### src/rtl/imc_instr_sequencer_if.sv
// Host-side valid/ready instruction port for the IMC sequencer.
interface imc_instr_sequencer_if #(
  parameter int INSTRUCTION_SIZE = 32
);
  logic                        in_valid;
  logic                        in_ready;
  logic [INSTRUCTION_SIZE-1:0] in_instruction;

  modport master (
    output in_valid,
    output in_instruction,
    input  in_ready
  );

  modport slave (
    input  in_valid,
    input  in_instruction,
    output in_ready
  );
endinterface

### src/rtl/imc_instr_sequencer.sv
// Buffers host RRAM instructions and issues them to the decoder one at a
// time, holding each for an opcode-dependent time plus one idle gap cycle.
module imc_instr_sequencer #(
  parameter int INSTRUCTION_SIZE = 32,
  parameter int FIFO_DEPTH = 4,
  parameter int WRITE_CYCLES = 4,
  parameter int READ_CYCLES = 2,
  parameter logic [INSTRUCTION_SIZE-1:0] IDLE_INSTR = 32'hF000_0000
) (
  input  logic clk,
  input  logic rst,
  imc_instr_sequencer_if.slave host,
  input  logic flush,
  output logic [INSTRUCTION_SIZE-1:0] instruction,
  output logic issue_start,
  output logic busy,
  output logic [$clog2(FIFO_DEPTH):0] fifo_count
);
  localparam int PW = $clog2(FIFO_DEPTH);
  localparam int CW = PW + 1;
  localparam int MAXL =
    (WRITE_CYCLES > READ_CYCLES) ? WRITE_CYCLES : READ_CYCLES;
  localparam int HW = $clog2(MAXL) + 1;
  localparam logic [CW-1:0] DEPTH_C = CW'(FIFO_DEPTH);

  localparam logic [1:0] S_IDLE  = 2'd0;
  localparam logic [1:0] S_ISSUE = 2'd1;
  localparam logic [1:0] S_GAP   = 2'd2;

  logic [1:0] state;
  logic [HW-1:0] hold_cnt;
  logic [PW-1:0] wr_ptr;
  logic [PW-1:0] rd_ptr;
  logic [INSTRUCTION_SIZE-1:0] mem [FIFO_DEPTH];
  logic [INSTRUCTION_SIZE-1:0] head;
  logic push;
  logic pop;

  function automatic logic [HW-1:0] hold_m1(input logic [3:0] op);
    logic [HW-1:0] h;
    h = '0;
    unique case (1'b1)
      (op == 4'b1000):     h = HW'(WRITE_CYCLES - 1);
      (op[3:1] == 3'b000): h = HW'(READ_CYCLES - 1);
      default:             h = '0;
    endcase
    return h;
  endfunction

  assign host.in_ready = (fifo_count < DEPTH_C) & ~flush;
  assign push = host.in_valid & host.in_ready;
  // Pop decision uses the registered count, so a same-cycle push is unseen.
  assign pop = (state != S_ISSUE) && (fifo_count != '0);
  assign head = mem[rd_ptr];
  assign busy = (state != S_IDLE) || (fifo_count != '0);

  always_ff @(posedge clk) begin
    if (push) begin
      mem[wr_ptr] <= host.in_instruction;
    end
  end

  always_ff @(posedge clk or posedge rst) begin
    if (rst) begin
      state <= S_IDLE;
      instruction <= IDLE_INSTR;
      issue_start <= 1'b0;
      hold_cnt <= '0;
      wr_ptr <= '0;
      rd_ptr <= '0;
      fifo_count <= '0;
    end else if (flush) begin
      state <= S_IDLE;
      instruction <= IDLE_INSTR;
      issue_start <= 1'b0;
      hold_cnt <= '0;
      wr_ptr <= '0;
      rd_ptr <= '0;
      fifo_count <= '0;
    end else begin
      if (push) begin
        wr_ptr <= wr_ptr + 1'b1;
      end
      if (pop) begin
        rd_ptr <= rd_ptr + 1'b1;
      end
      unique case ({push, pop})
        2'b10:   fifo_count <= fifo_count + 1'b1;
        2'b01:   fifo_count <= fifo_count - 1'b1;
        default: fifo_count <= fifo_count;
      endcase
      issue_start <= 1'b0;
      if (pop) begin
        instruction <= head;
        hold_cnt <= hold_m1(head[INSTRUCTION_SIZE-1 -: 4]);
        issue_start <= 1'b1;
        state <= S_ISSUE;
      end else begin
        case (state)
          S_ISSUE: begin
            if (hold_cnt == '0) begin
              instruction <= IDLE_INSTR;
              state <= S_GAP;
            end else begin
              hold_cnt <= hold_cnt - 1'b1;
            end
          end
          S_GAP:   state <= S_IDLE;
          default: state <= S_IDLE;
        endcase
      end
    end
  end
endmodule

### src/flat_wrapper.sv
// flat-port wrapper written by rule: the top's interface ports become plain ports
module imc_instr_sequencer_flat 
#(
  parameter int INSTRUCTION_SIZE = 32,
  parameter int FIFO_DEPTH = 4,
  parameter int WRITE_CYCLES = 4,
  parameter int READ_CYCLES = 2,
  parameter logic [INSTRUCTION_SIZE-1:0] IDLE_INSTR = 32'hF000_0000
)
  (clk, rst, flush, instruction, issue_start, busy, fifo_count, host_in_valid, host_in_instruction, host_in_ready);
  imc_instr_sequencer_if #(.INSTRUCTION_SIZE(INSTRUCTION_SIZE)) host_i ();
  input  logic clk;
  input  logic rst;
  input  logic flush;
  output logic [INSTRUCTION_SIZE-1:0] instruction;
  output logic issue_start;
  output logic busy;
  output logic [$clog2(FIFO_DEPTH):0] fifo_count;
  input wire logic [$bits(host_i.in_valid)-1:0] host_in_valid;
  input wire logic [$bits(host_i.in_instruction)-1:0] host_in_instruction;
  output wire logic [$bits(host_i.in_ready)-1:0] host_in_ready;
  assign host_i.in_valid = host_in_valid;
  assign host_i.in_instruction = host_in_instruction;
  assign host_in_ready = host_i.in_ready;
  imc_instr_sequencer #(.INSTRUCTION_SIZE(INSTRUCTION_SIZE), .FIFO_DEPTH(FIFO_DEPTH), .WRITE_CYCLES(WRITE_CYCLES), .READ_CYCLES(READ_CYCLES), .IDLE_INSTR(IDLE_INSTR)) u_core (.clk(clk), .rst(rst), .host(host_i), .flush(flush), .instruction(instruction), .issue_start(issue_start), .busy(busy), .fifo_count(fifo_count));
endmodule
### config.mk
export PLATFORM = sky130hd
export DESIGN_NAME = imc_instr_sequencer_flat
export DESIGN_NICKNAME = d
export VERILOG_FILES = /design/src/rtl/imc_instr_sequencer_if.sv /design/src/rtl/imc_instr_sequencer.sv /design/src/flat_wrapper.sv
export SDC_FILE = /design/constraint.sdc
export NUM_CORES = 1
export LEC_CHECK = 0
export BUFFER_PORTS_ARGS = -buffer_cell sky130_fd_sc_hd__buf_2
export CORE_MARGIN = 4
export CORE_UTILIZATION = 55
export DETAILED_ROUTE_END_ITERATION = 16
export MAX_ROUTING_LAYER = met4
export PLACE_DENSITY = 0.76
export RECOVER_POWER = 25
export SLEW_MARGIN = 10
export SYNTH_ARGS = -nofsm -noshare
export SYNTH_HDL_FRONTEND = slang
export SYNTH_SLANG_ARGS = --single-unit
export TNS_END_PERCENT = 10
### constraint.sdc
create_clock -name clk -period 6.7 [get_ports clk]
set_input_delay 1.005 -clock clk [delete_from_list [all_inputs] [get_ports clk]]
set_output_delay 1.005 -clock clk [all_outputs]
set_load 0.02 [all_outputs]
# Yosys cells after proc, flatten, opt, wreduce, memory -nomap -nowiden
# Memory sizes are Yosys's and may differ from the RTL's.
# Index checks and enable logic that the tools add are counted.
word_totals:
  memories: 1
  inputBits: 36
  regBits: 45
  ram_bits: 128
  out_inout_bits: 38
  elab_cells: 60
op_classes:
  n_lt_le_gt_ge: 1
  bitwise_logic: 3
  add_sub_neg: 5
  reduce_logical: 13
  eq_ne: 7
  n_mux: 23
mem_list:
  columns: ["name", "depth", "word_bits", "read_ports", "rd_ports_with_merged_regs", "wr", "line", "text"]
  rows:
  - ["u_core.mem", 4, 32, 1, 0, 1, "imc_instr_sequencer.sv:34", "logic [INSTRUCTION_SIZE-1:0] mem [FIFO_DEPTH];"]
ops:
  columns: ["operator", "n"]
  rows:
  - ["2-to-1 mux 32 bit", 4]
  - ["2-to-1 mux 2 bit", 8]
  - ["2-to-1 mux 3 bit", 5]
  - ["nonzero test 3 bit", 4]
  - ["logical NOT 3 bit", 2]
  - ["one-hot mux 3 bit (2 select lines)", 1]
  - ["nonzero test 2 bit", 3]
  - ["subtractor 3 x 1 -> 3 bit (second input constant)", 2]
  - ["adder 2 x 1 -> 2 bit (second input constant)", 2]
  - ["== test 2 x 1 -> 1 bit (second input constant)", 2]
  - ["== test 4 bit (second input constant)", 1]
  - ["2-to-1 mux 1 bit", 4]
  - ["inequality test 4 x 2 -> 1 bit (second input constant)", 1]
  - ["one-hot mux 2 bit (2 select lines)", 1]
  - ["AND reduction 2 bit", 2]
  - ["adder 3 x 1 -> 3 bit (second input constant)", 1]
  - ["< comparator 3 bit (second input constant)", 1]
  - ["inequality test 3 x 2 -> 1 bit (second input constant)", 1]
  - ["bitwise AND 1 bit", 2]
  - ["== test 2 bit (second input constant)", 1]
  - ["inequality test 2 x 1 -> 1 bit (second input constant)", 1]
  - ["logical AND 1 bit", 1]
  - ["logical OR 1 bit", 1]
  - ["inverter 1 bit", 1]

# Longest topological paths before layout
# Gate-level depths: netlist (run 1).
logic_depth:
  depth_word: 6
  ltp_mapped: 7
  ltp_nobuf: 6

# Least setup slack after synthesis (run 1)
# No wires, ideal clock.
synth_timing:
  kind: "input-to-reg"
  start: "input host_in_valid"
  end: "register u_core.fifo_count[2]"
  path_slack_ns: 3.832
  arrival_time_ns: 2.786
  required_ns: 6.618
  stages: 6
  cell_sequence: "nor3b_1 -> or3_1 -> inv_1 -> fa_1 -> or4_1 -> a31oi_1"
synth_via:
  elab_chain_len: 4
  word_cells_on_any_way: 6
  classes_between: "eq/ne: 2; mux: 2; bitwise: 1; reduce/logical: 1"
synth_rtl:
  columns: ["item", "line", "text"]
  rows:
  - ["start: declaration", "flat_wrapper.sv:19", "input wire logic [$bits(host_i.in_valid)-1:0] host_in_valid;"]
  - ["bitwise AND 1 bit (*)", "imc_instr_sequencer.sv:51", "assign push = host.in_valid & host.in_ready;"]
  - ["== test 2 x 1 -> 1 bit / == test 2 bit (equally long branches)", "imc_instr_sequencer.sv:87", "unique case ({push, pop})"]
  - ["one-hot mux 3 bit (2 select lines)", "imc_instr_sequencer.sv:87", null]
  - ["2-to-1 mux 3 bit", "imc_instr_sequencer.sv:72", "end else if (flush) begin"]
  - ["end signal: assignment", "imc_instr_sequencer.sv:88", "2'b10: fifo_count <= fifo_count + 1'b1;"]
  - ["end signal: assignment", "imc_instr_sequencer.sv:89", "2'b01: fifo_count <= fifo_count - 1'b1;"]
  - ["end signal: assignment", "imc_instr_sequencer.sv:90", "default: fifo_count <= fifo_count;"]
  - ["end: declaration", "imc_instr_sequencer.sv:17", "output logic [$clog2(FIFO_DEPTH):0] fifo_count"]
# Every way passes the cells marked *; elsewhere a longest branch is shown, timed or not.
# A chain may end at the register's enable or synchronous reset.

# Worst setup path after layout (run 1)
layout_timing:
  start: "input flush"
  end: "register u_core.fifo_count[2]"
layout_via:
  elab_chain_len: 6
  word_cells_on_any_way: 8
  classes_between: "eq/ne: 2; mux: 2; bitwise: 3; reduce/logical: 1"
layout_rtl:
  columns: ["item", "line", "text"]
  rows:
  - ["start: declaration", "flat_wrapper.sv:14", "input logic flush;"]
  - ["inverter 1 bit", "imc_instr_sequencer.sv:50", "assign host.in_ready = (fifo_count < DEPTH_C) & ~flush;"]
  - ["bitwise AND 1 bit", "imc_instr_sequencer.sv:50", null]
  - ["bitwise AND 1 bit", "imc_instr_sequencer.sv:51", null]
  - ["== test 2 x 1 -> 1 bit / == test 2 bit (equally long branches)", "imc_instr_sequencer.sv:87", null]
  - ["one-hot mux 3 bit (2 select lines)", "imc_instr_sequencer.sv:87", null]
  - ["2-to-1 mux 3 bit", "imc_instr_sequencer.sv:72", null]
# Several ways; a longest one is shown, not always the timed one.

==> flow_summary.toml, run 1 <==
[place]
gp_congestion = 0.733
place_area_sq_um = 7010
hpwl_microns = 6720
place_ws_ns = 3.34
port-buffer-count = 73
numPlacedInstances = 523

[finish]
stdcell_count = 555
final_util_pct = 65.9
finalInstanceArea_sq_um = 7590
drive_above_1_share_pct = 30.3
nets = 442
antenna_cells = 0
synthToLayoutAreaGrowth_pct = 16.2
nFillCells = 770

[power]
intPower_mw = 2.27
clkPwrFrac_pct = 31.2
p_sw_mw = 0.936
p_leak_nw = 2.80
switching_share_pct = 29.2
vdd.ir_drop.worst_uv = 254
pwr-share-comb_pct = 24.4
power_mw = 3.21
sequentialPowerShare_pct = 44.5
powerDensity_nw_per_um2 = 422

[timing]
fin_crit_ns = 2.99
period_share_pct = 44.6
fmax_ghz = 0.335
rsz0062_at_grt = "no"
holdWs_ns = 0.496
setup_violations = 0
maxSlewHeadroom_pct = 25.3
skew_ns = 0.00533
hold_viol_final = 0
maxSlewViolCount = 0
setup_tns_ns = 0
worst_pin_slew_ns = 1.12
setup_ws_ns = 3.71

[clocking]
cts_buffers = 17
holdBufCountCts = 0
cts_buffer_depth = 2
htreeDepth = 4
cts-root-buf = "clkbuf_16"
post_cts_buffers = 0
clk_latency_ns = 0.41
clkSinkCount = 173
ctsResizeCount = 0
path_clk_slew_ns = 0.06
cts_tree = "done"

[routing]
drc = 0
vias_per_cell = 5.91
antenna_left = 0
num_vias = 3282
wl_per_cell_microns = 21.4
dr.pass1.iters = 4
drt_iter0_markers = 229
wl_microns = 11900

[run_status]
outcome = "finished clean"

[yosys]
async_reset_ff_share_pct = 26.0
synthDistinctLibCells = 36
synth.area.mux_share_pct = 11.0
synth_top_family_by_area = "multiplexers"
seq_area_frac_synth_pct = 76.1
netlist_area_sq_um = 6540
ys_ff_latch = 173
synthCells = 321
avgSynthCellArea_sq_um = 20.4
synth_edf_count = 128
yosys.area_share.adder_pct = 1.46
synth_fp_nets = 364
yosysWarnings = 0
synth_flop_cell = "edfxtp_1"
synth_xor_area_share_pct = 1.01
synth_compound_area_share_pct = 5.82
yosys.area_share.simple_pct = 2.83

[global_routing]
grt-ovfl-total = 0
grt_start_max_net_pins = 46
grt_pass1_wl_microns = 19000
grt_pass1_vias = 3423
antenna_found_initial = 0
grt_usage_pct = 19.8

[critical_path]
crit_fanout = 15
crit_path_end = "u_core.fifo_count[2]"
worst-path-buf-inv = 2
cpPeakStageDelay_ns = 0.71
cp_top_family = "simple AND/OR/NAND/NOR gates"
crit_chain = "buf_2, nor3b_1, or3_1, inv_1, fa_1, or4_1, a31oi_1"
start_kind = "input pin"
reg2reg_depth = 6
cp.depth = 7
end_kind = "flip-flop"
arrival_ns = 3.33
cp.required_ns = 7.04
worst_path_max_delay_cell = "nor3b_1"
critPathLaunch = "flush"
reg2reg_from = "u_core.fifo_count[2]"
crit_type = "in -> reg"
r2r-end = "u_core.fifo_count[2]"
ff2ff_setup_slack_ns = 4.01

[die]
die_w_microns = 117
core_area_sq_um = 11500
io_pins = 74
die_h_microns = 117
dieArea_sq_um = 13700
rows = 39
initial_core_util_pct = 56.7

[worst_hold_path]
min_path_type = "reg -> reg"

[job]
drv_cap = 0
## per-layer routing
metal | wire (microns) | global-route usage [%]
met5 | 0 | -
met4 | 149 | 7.26
met3 | 642 | 3.91
met2 | 6030 | 30.1
met1 | 5040 | 27.1
## cells by family (layout without fill, tap and decap cells)
family                   after synthesis  count (layout)
flip-flops                           173             173
multiplexers                          32              32
XOR/XNOR                               6               6
AO/OA/AOI/OAI                         46              46
AND/OR/NAND/NOR                       34              34
buffers and inverters                 23             114
adder cells (fa/ha/maj)                7               7
## state kept, by name, indices dropped and copies added (netlist names)
signal and count:
u_core.state 2, u_core.wr_ptr 2, u_core.mem 128, u_core.rd_ptr 2, u_core.fifo_count 3, u_core.instruction 32
u_core.issue_start 1, u_core.hold_cnt 3
## cell usage in the layout (no fill, tap or decap), types with 2 or more instances in the layout
cell        instances
edfxtp_1          128
buf_2              48
dfrtp_1            39
mux4_2             32
a22o_1             29
clkbuf_1           27
clkbuf_16          17
inv_1               7
nor2_1              7
ha_1                6
o21ai_0             5
nand3_1             4
nand2_1             4
and2_2              4
dfstp_2             4
nor2b_1             3
nor3_1              3
or3_1               3
a21oi_1             3
xnor2_1             3
clkinv_2            3
clkbuf_8            3
bufinv_16           3
nand2b_1            2
or4_1               2
o22a_1              2
xor2_1              2
clkinv_4            2
clkinvlp_4          2
dfrtp_2             2
## worst register-to-register path, delay by kind of cell (launching register included)
| family | cells | cell delay [ns] |
|---|---|---|
| DFF | 1 | 0.46 |
| buffers and inverters | 1 | 0.07 |
| AOI/OAI and AO/OA | 1 | 0.17 |
| adders and majority gates | 1 | 0.41 |
| and+or+nand+nor | 3 | 1.52 |
## how the worst min path moves through the flow
stage	from	end	slack, ns	cells after the start
after global placement	u_core.instruction[24]	u_core.instruction[24]	0.48	1
final	u_core.instruction[0]	u_core.instruction[0]	0.50	1
after floorplan	u_core.instruction[28]	u_core.instruction[28]	0.54	1
after detailed placement	u_core.instruction[21]	u_core.instruction[21]	0.49	1
after CTS	u_core.instruction[24]	u_core.instruction[24]	0.50	1
after global routing	u_core.instruction[28]	u_core.instruction[28]	0.51	1
## cells in the mapped netlist (2+ instances only)
cell / n / share of area (%)
buf_6: 2 / 0.34
nand2_1: 4 / 0.23
o21ai_0: 5 / 0.38
clkbuf_1: 6 / 0.34
a21oi_1: 3 / 0.23
mux4_2: 32 / 11
nor2_1: 7 / 0.40
xor2_1: 2 / 0.27
nand2b_1: 2 / 0.19
buf_2: 6 / 0.46
nor3_1: 3 / 0.23
ha_1: 6 / 1.1
xnor2_1: 3 / 0.40
o22a_1: 2 / 0.27
nor2b_1: 3 / 0.29
inv_1: 8 / 0.46
or4_1: 2 / 0.23
nand3_1: 4 / 0.31
a22o_1: 29 / 3.9
or3_1: 3 / 0.29
edfxtp_1: 128 / 59
and2_1: 4 / 0.38
dfstp_2: 4 / 1.6
dfrtp_1: 41 / 16
## power groups by stage
stage | combinational (mW) | clock (mW) | sequential [mW]
after CTS | 0.796 | 1.01 | 1.43
after global routing | 0.857 | 1.07 | 1.45
after detailed placement | 0.793 | 0 | 1.45
after floorplan | 0.474 | 0 | 1.53
after global placement | 0.778 | 0 | 1.44
final | 0.781 | 0.999 | 1.43
## area by class of cell
cell class | count | area, sq um | area share, %
flip-flops and latches | 173 | 4980 | 65.6
multi-input cells | 125 | 1450 | 19.1
clock buffers | 22 | 474 | 6.25
repair buffers | 74 | 342 | 4.50
well taps | 143 | 179 | 2.36
clock inverters | 10 | 138 | 1.81
inverters | 8 | 30.0 | 0.396
No activity file was read; power rests on OpenSTA's default activity.
==> inputs of run 2 (changes only) <==
--- a/config.mk
+++ b/config.mk
@@ -5,12 +5,13 @@
 export SDC_FILE = /design/constraint.sdc
 export NUM_CORES = 1
 export LEC_CHECK = 0
+export ABC_AREA = 1
 export BUFFER_PORTS_ARGS = -buffer_cell sky130_fd_sc_hd__buf_2
 export CORE_MARGIN = 4
-export CORE_UTILIZATION = 55
+export CORE_UTILIZATION = 52
 export DETAILED_ROUTE_END_ITERATION = 16
 export MAX_ROUTING_LAYER = met4
-export PLACE_DENSITY = 0.76
+export PLACE_DENSITY = 0.75
 export RECOVER_POWER = 25
 export SLEW_MARGIN = 10
 export SYNTH_ARGS = -nofsm -noshare
==> constraint.sdc (replaced) <==
create_clock -name clk -period 2.4 [get_ports clk]
set_input_delay 0.36 -clock clk [delete_from_list [all_inputs] [get_ports clk]]
set_output_delay 0.36 -clock clk [all_outputs]
set_load 0.02 [all_outputs]
==> flow_summary.toml, run 2 <==
[finish]
drive_above_1_share_pct = 16.0
reg_top3 = "u_core.mem (128), u_core.instruction (32)"
final_util_pct = 62.6
regMostFlops = "u_core.mem"
layout_common_cells = "nand2_1, edfxtp_1, nand3_1"
synthToLayoutAreaGrowth_pct = 15.9
stdcell_count = 848
nets = 706
layout_commonest_cell = "nand2_1"
largest_reg_flops = 128
antenna_cells = 0

[run_status]
outcome = "finished clean"

[critical_path]
start_kind = "flip-flop"
end_kind = "flip-flop"
reg2reg_from = "u_core.fifo_count[2]"
crit_path_end = "u_core.fifo_count[2]"
cp.depth = 9
cpPeakStageDelay_ns = 0.43
critPathLaunch = "u_core.fifo_count[2]"
crit_chain = "nor2_4, nand2_4, nand3_1, inv_1, fa_1, inv_1, nand3_1, nand3_1, o21ai_0"
crit_top_cell = "nand3_1"
crit_type = "reg -> reg"
worst-path-buf-inv = 2
worst_path_max_delay_cell = "dfrtp_1"
cp_top_family = "simple AND/OR/NAND/NOR gates"
r2r-end = "u_core.fifo_count[2]"
cp.required_ns = 2.70
arrival_ns = 2.09
crit_fanout = 8
reg2reg_depth = 9
ff2ff_setup_slack_ns = 0.61

[clocking]
htreeDepth = 4
cts_tree = "done"
clkSinkCount = 173
cts_buffers = 17
cts-root-buf = "clkbuf_16"
path_clk_slew_ns = 0.06
clk_latency_ns = 0.43
cts_buffer_depth = 2
post_cts_buffers = 0

[timing]
maxSlewViolCount = 0
rsz0062_at_grt = "no"
hold_viol_final = 0
maxSlewHeadroom_pct = 52.8
holdWs_ns = 0.161
fin_crit_ns = 1.79
period_share_pct = 74.5
worst_pin_slew_ns = 0.708
setup_violations = 0
fmax_ghz = 0.559
skew_ns = 0.00925

[yosys]
synthDistinctLibCells = 26
yosysWarnings = 0
synth_top_area_cell = "edfxtp_1"
synthCells = 584
async_reset_ff_share_pct = 26.0
synth_fp_nets = 627
synth_edf_count = 128
yosysTopAreaCellShare_pct = 55.5
synth.top_cells.by_count = "nand2_1, edfxtp_1, nand3_1, inv_1, dfrtp_1"
avgSynthCellArea_sq_um = 11.9
netlist_area_sq_um = 6920
seq_area_frac_synth_pct = 71.9
post-synth-top-count-cell = "nand2_1"
synthTopCellsByArea = "edfxtp_1, dfrtp_1, nand2_1"
ys_ff_latch = 173
synth_flop_cell = "edfxtp_1"

[place]
gp_congestion = 0.773
numPlacedInstances = 815
port-buffer-count = 73
hpwl_microns = 9030

[job]
drv_cap = 0

[die]
core_area_sq_um = 12800
die_h_microns = 123
initial_core_util_pct = 54.0
die_w_microns = 123
io_pins = 74
rows = 41
dieArea_sq_um = 15200

[routing]
dr.pass1.iters = 5
drt_iter0_markers = 335
drc = 0
num_vias = 4478
wl_per_cell_microns = 16.8
vias_per_cell = 5.28
wl_microns = 14200
antenna_left = 0

[global_routing]
grt-ovfl-total = 0
antenna_found_initial = 0
grt_pass1_vias = 4607
grt_pass1_wl_microns = 22900
grt_start_max_net_pins = 66
grt_usage_pct = 20.8

[power]
intPower_mw = 6.09
vdd.ir_drop.worst_uv = 646
pwr-share-comb_pct = 32.1
switching_share_pct = 36.1
clkPwrFrac_pct = 26.5
sequentialPowerShare_pct = 41.4
p_leak_nw = 3.18
p_sw_mw = 3.44
powerDensity_nw_per_um2 = 1190

[worst_hold_path]
min_path_type = "in -> reg"
-- run 2: cell types whose count changed after synthesis, moves of 4 or more --
cell / previous run / this run
a22o_1: 29 / 0
and2_1: 4 / 0
buf_2: 6 / 17
buf_6: 2 / 7
inv_1: 8 / 53
mux4_2: 32 / 0
nand2_1: 4 / 161
nand3_1: 4 / 97
o21ai_0: 5 / 10
o21ai_1: 0 / 29
-- run 2: cell families after synthesis --
| kind of cell | share of synthesized area [%] |
|---|---|
| buffers and inverters | 5.57 |
| adders and majority gates | 1.37 |
| DFF | 71.9 |
| AOI/OAI and AO/OA | 3.47 |
| and+or+nand+nor | 17.6 |
| xor gates and xnor gates | 0.127 |
-- run 2: layout make-up --
type,count,area (sq um)
clock buffer,24,472
clock inverter,8,68.8
fill,1001,4800
inverter,56,210
multi-input combinational,328,1590
sequential,173,4980
tap,172,215
timing repair buffer,87,490
-- run 2: how the worst min path moves through the flow --
| stage | startpoint | end | slack [ns] | cells after the start |
|---|---|---|---|---|
| floorplan | u_core.hold_cnt[1] | u_core.hold_cnt[1] | 0.45 | 2 |
| global placement | rst | u_core.fifo_count[2] | 0.33 | 2 |
| detailed placement | rst | u_core.fifo_count[2] | 0.33 | 2 |
| CTS | host_in_instruction[26] | u_core.mem[0][26] | 0.14 | 1 |
| global route | host_in_instruction[28] | u_core.mem[3][28] | 0.17 | 1 |
| finish | host_in_instruction[23] | u_core.mem[3][23] | 0.16 | 1 |
-- run 2: stage by stage --
step | worst slack [ns] | setup TNS (ns) | total power [mW] | instance area [sq um]
CTS | 0.607 | 0 | 9.59 | 8060
global placement | 0.590 | 0 | 6.93 | 7510
finish | 0.612 | 0 | 9.53 | 8020
floorplan | -0.224 | -28.63 | 6.20 | 6920
global route | 0.469 | 0 | 10.1 | 8020
detailed placement | 0.518 | 0 | 7.07 | 7510
-- run 2: timing repair --
| item | 4_1_cts | 5_1_grt |
|---|---|---|
| setup endpoints to repair | 0 | 0 |
| gates resized for setup | 0 | 0 |
| hold buffers | 1 | 0 |
| endpoints found under the hold margin | 12 | 0 |
-- run 2: routing by layer --
metal	part of all wire [%]	up-vias	routed length (microns)	track usage, %
met3	5.4	20	774	4.76
met1	41	2187	5880	24.8
met5	0	-	0	-
met2	52	137	7350	33.9
li1	-	2134	-	-
met4	1.7	0	238	9.41
-- run 2: power by group through the flow --
| stage | Combinational (mW) | Clock, mW | Sequential, mW |
|---|---|---|---|
| 6_report | 3.06 | 2.52 | 3.95 |
| 5_1_grt | 3.39 | 2.69 | 4.00 |
| 4_1_cts | 3.08 | 2.56 | 3.95 |
| 3_5_place_dp | 3.06 | 0 | 4.01 |
| 3_3_place_gp | 2.95 | 0 | 3.98 |
| 2_1_floorplan | 1.88 | 0 | 4.32 |
==> inputs of run 3 (changes only) <==
==> constraint.sdc (replaced) <==
create_clock -name clk -period 1.44 [get_ports clk]
set_input_delay 0.216 -clock clk [delete_from_list [all_inputs] [get_ports clk]]
set_output_delay 0.216 -clock clk [all_outputs]
set_load 0.02 [all_outputs]
==> flow_summary.toml, run 3 (synthesized netlist as in run 2, its figures left out) <==
[run_status]
outcome = "finished, violations left"
violations = "setup timing"

[global_routing]
grt_usage_pct = 22.0
grt-ovfl-total = 0
grt_start_max_net_pins = 46
grt_pass1_vias = 4839
grt_pass1_wl_microns = 24400
antenna_found_initial = 0

[routing]
wl_microns = 15400
num_vias = 4759
dr.pass1.iters = 5
wl_per_cell_microns = 17.2
vias_per_cell = 5.32
antenna_left = 0
drc = 0
drt_iter0_markers = 453

[critical_path]
arrival_ns = 1.95
cp.required_ns = 1.80
reg2reg_depth = 9
reg2reg_from = "u_core.fifo_count[2]"
r2r-end = "u_core.hold_cnt[0]"
crit_type = "reg -> reg"
end_kind = "flip-flop"
crit_path_end = "u_core.hold_cnt[0]"
start_kind = "flip-flop"
crit_fanout = 5
critPathLaunch = "u_core.fifo_count[2]"
ff2ff_setup_slack_ns = -0.14

[die]
initial_core_util_pct = 54.0
die_h_microns = 123
dieArea_sq_um = 15200
core_area_sq_um = 12800
rows = 41
io_pins = 74
die_w_microns = 123

[finish]
reg_top3 = "u_core.mem (128), u_core.instruction (32)"
finalInstanceArea_sq_um = 8800
nets = 753
drive_above_1_share_pct = 28.2
layout_commonest_cell = "nand2_1"
layout_common_cells = "nand2_1, edfxtp_1, nand3_1"
largest_reg_flops = 128
regMostFlops = "u_core.mem"
synthToLayoutAreaGrowth_pct = 27.2
antenna_cells = 0

[clocking]
cts_buffer_depth = 2
cts_tree = "done"
htreeDepth = 4
clkSinkCount = 173
cts_buffers = 17
clk_latency_ns = 0.43
cts-root-buf = "clkbuf_16"
path_clk_slew_ns = 0.06

[place]
port-buffer-count = 73
hpwl_microns = 8980
gp_congestion = 0.821
place_ws_ns = -0.0932
place_area_sq_um = 7760

[timing]
setup_ws_ns = -0.145
maxSlewHeadroom_pct = 78.4
skew_ns = 0.00866
hold_viol_final = 0
period_share_pct = 110
rsz0062_at_grt = "yes"
fmax_ghz = 0.631
setup_violations = 168
worst_pin_slew_ns = 0.321
maxSlewViolCount = 0
fin_crit_ns = 1.58

[power]
p_leak_nw = 3.56
powerDensity_nw_per_um2 = 2060
vdd.ir_drop.worst_uv = 1040

[job]
drv_cap = 0

[worst_hold_path]
min_path_type = "in -> reg"
## run 3: worst max-delay path, cell delays in order, from the launching register on
cell	delay, ns
dfrtp_2	0.42
inv_2	0.08
nand3_4	0.07
buf_6	0.13
buf_4	0.15
nand2_8	0.09
inv_1	0.12
nor3_1	0.28
nand2_1	0.10
nand2_1	0.08
## run 3: repair_timing
action | 4_1_cts | 5_1_grt
gates resized for setup | 46 | 25
pin swaps | 8 | 5
endpoints found under the setup margin | 138 | 171
setup buffers | 8 | 6
endpoints found under the hold margin | 68 | 4
cloned | 2 | 1
hold buffers | 9 | 1
## run 3: area by class of cell
class                      instances  area, sq um
clock buffer                      19          433
sequential                       173         4980
multi-input combinational        328         1770
clock inverter                    13          116
inverter                          56          210
timing repair buffer             134         1080
tap                              172          215
fill                             913         4020
## run 3: worst min path at each step
stage | from | to | slack, ns | cells after the start
final | host_in_instruction[31] | u_core.mem[1][31] | 0.02 | 1
after global routing | host_in_instruction[15] | u_core.mem[3][15] | 0.02 | 1
after floorplan | host_in_instruction[0] | u_core.mem[0][0] | 0.31 | 0
after CTS | host_in_instruction[13] | u_core.mem[2][13] | 0.001 | 1
after detailed placement | rst | u_core.instruction[27] | 0.28 | 3
after global placement | rst | u_core.instruction[3] | 0.27 | 3
## run 3: per-layer routing
layer | global-route usage [%] | up-vias | wire length, microns
met3 | 4.99 | 32 | 913
li1 | - | 2236 | -
met2 | 36.1 | 172 | 7920
met1 | 26.9 | 2319 | 6230
met4 | 7.96 | 0 | 373
met5 | - | - | 0
## run 3: power by group
| group | total, mW | internal, mW | switching (mW) |
|---|---|---|---|
| clock | 4.25 | 2.38 | 1.87 |
| combinational | 7.33 | 2.92 | 4.41 |
| sequential | 6.59 | 6.23 | 0.364 |
| total | 18.2 | 11.5 | 6.64 |
## run 3: per-stage QoR
stage	hold slack, ns	util (%)	total power, mW	std cells	TNS, ns
2_1_floorplan	0.315	-	10.4	584	-35.80
3_3_place_gp	0.268	60.5	12.2	837	-0.0638
3_5_place_dp	0.283	60.5	12.3	837	-0.474
4_1_cts	0.00142	67.7	17.7	888	-13.85
5_1_grt	0.0173	68.6	19.2	895	-23.17
6_report	0.0233	68.6	18.2	895	-13.34
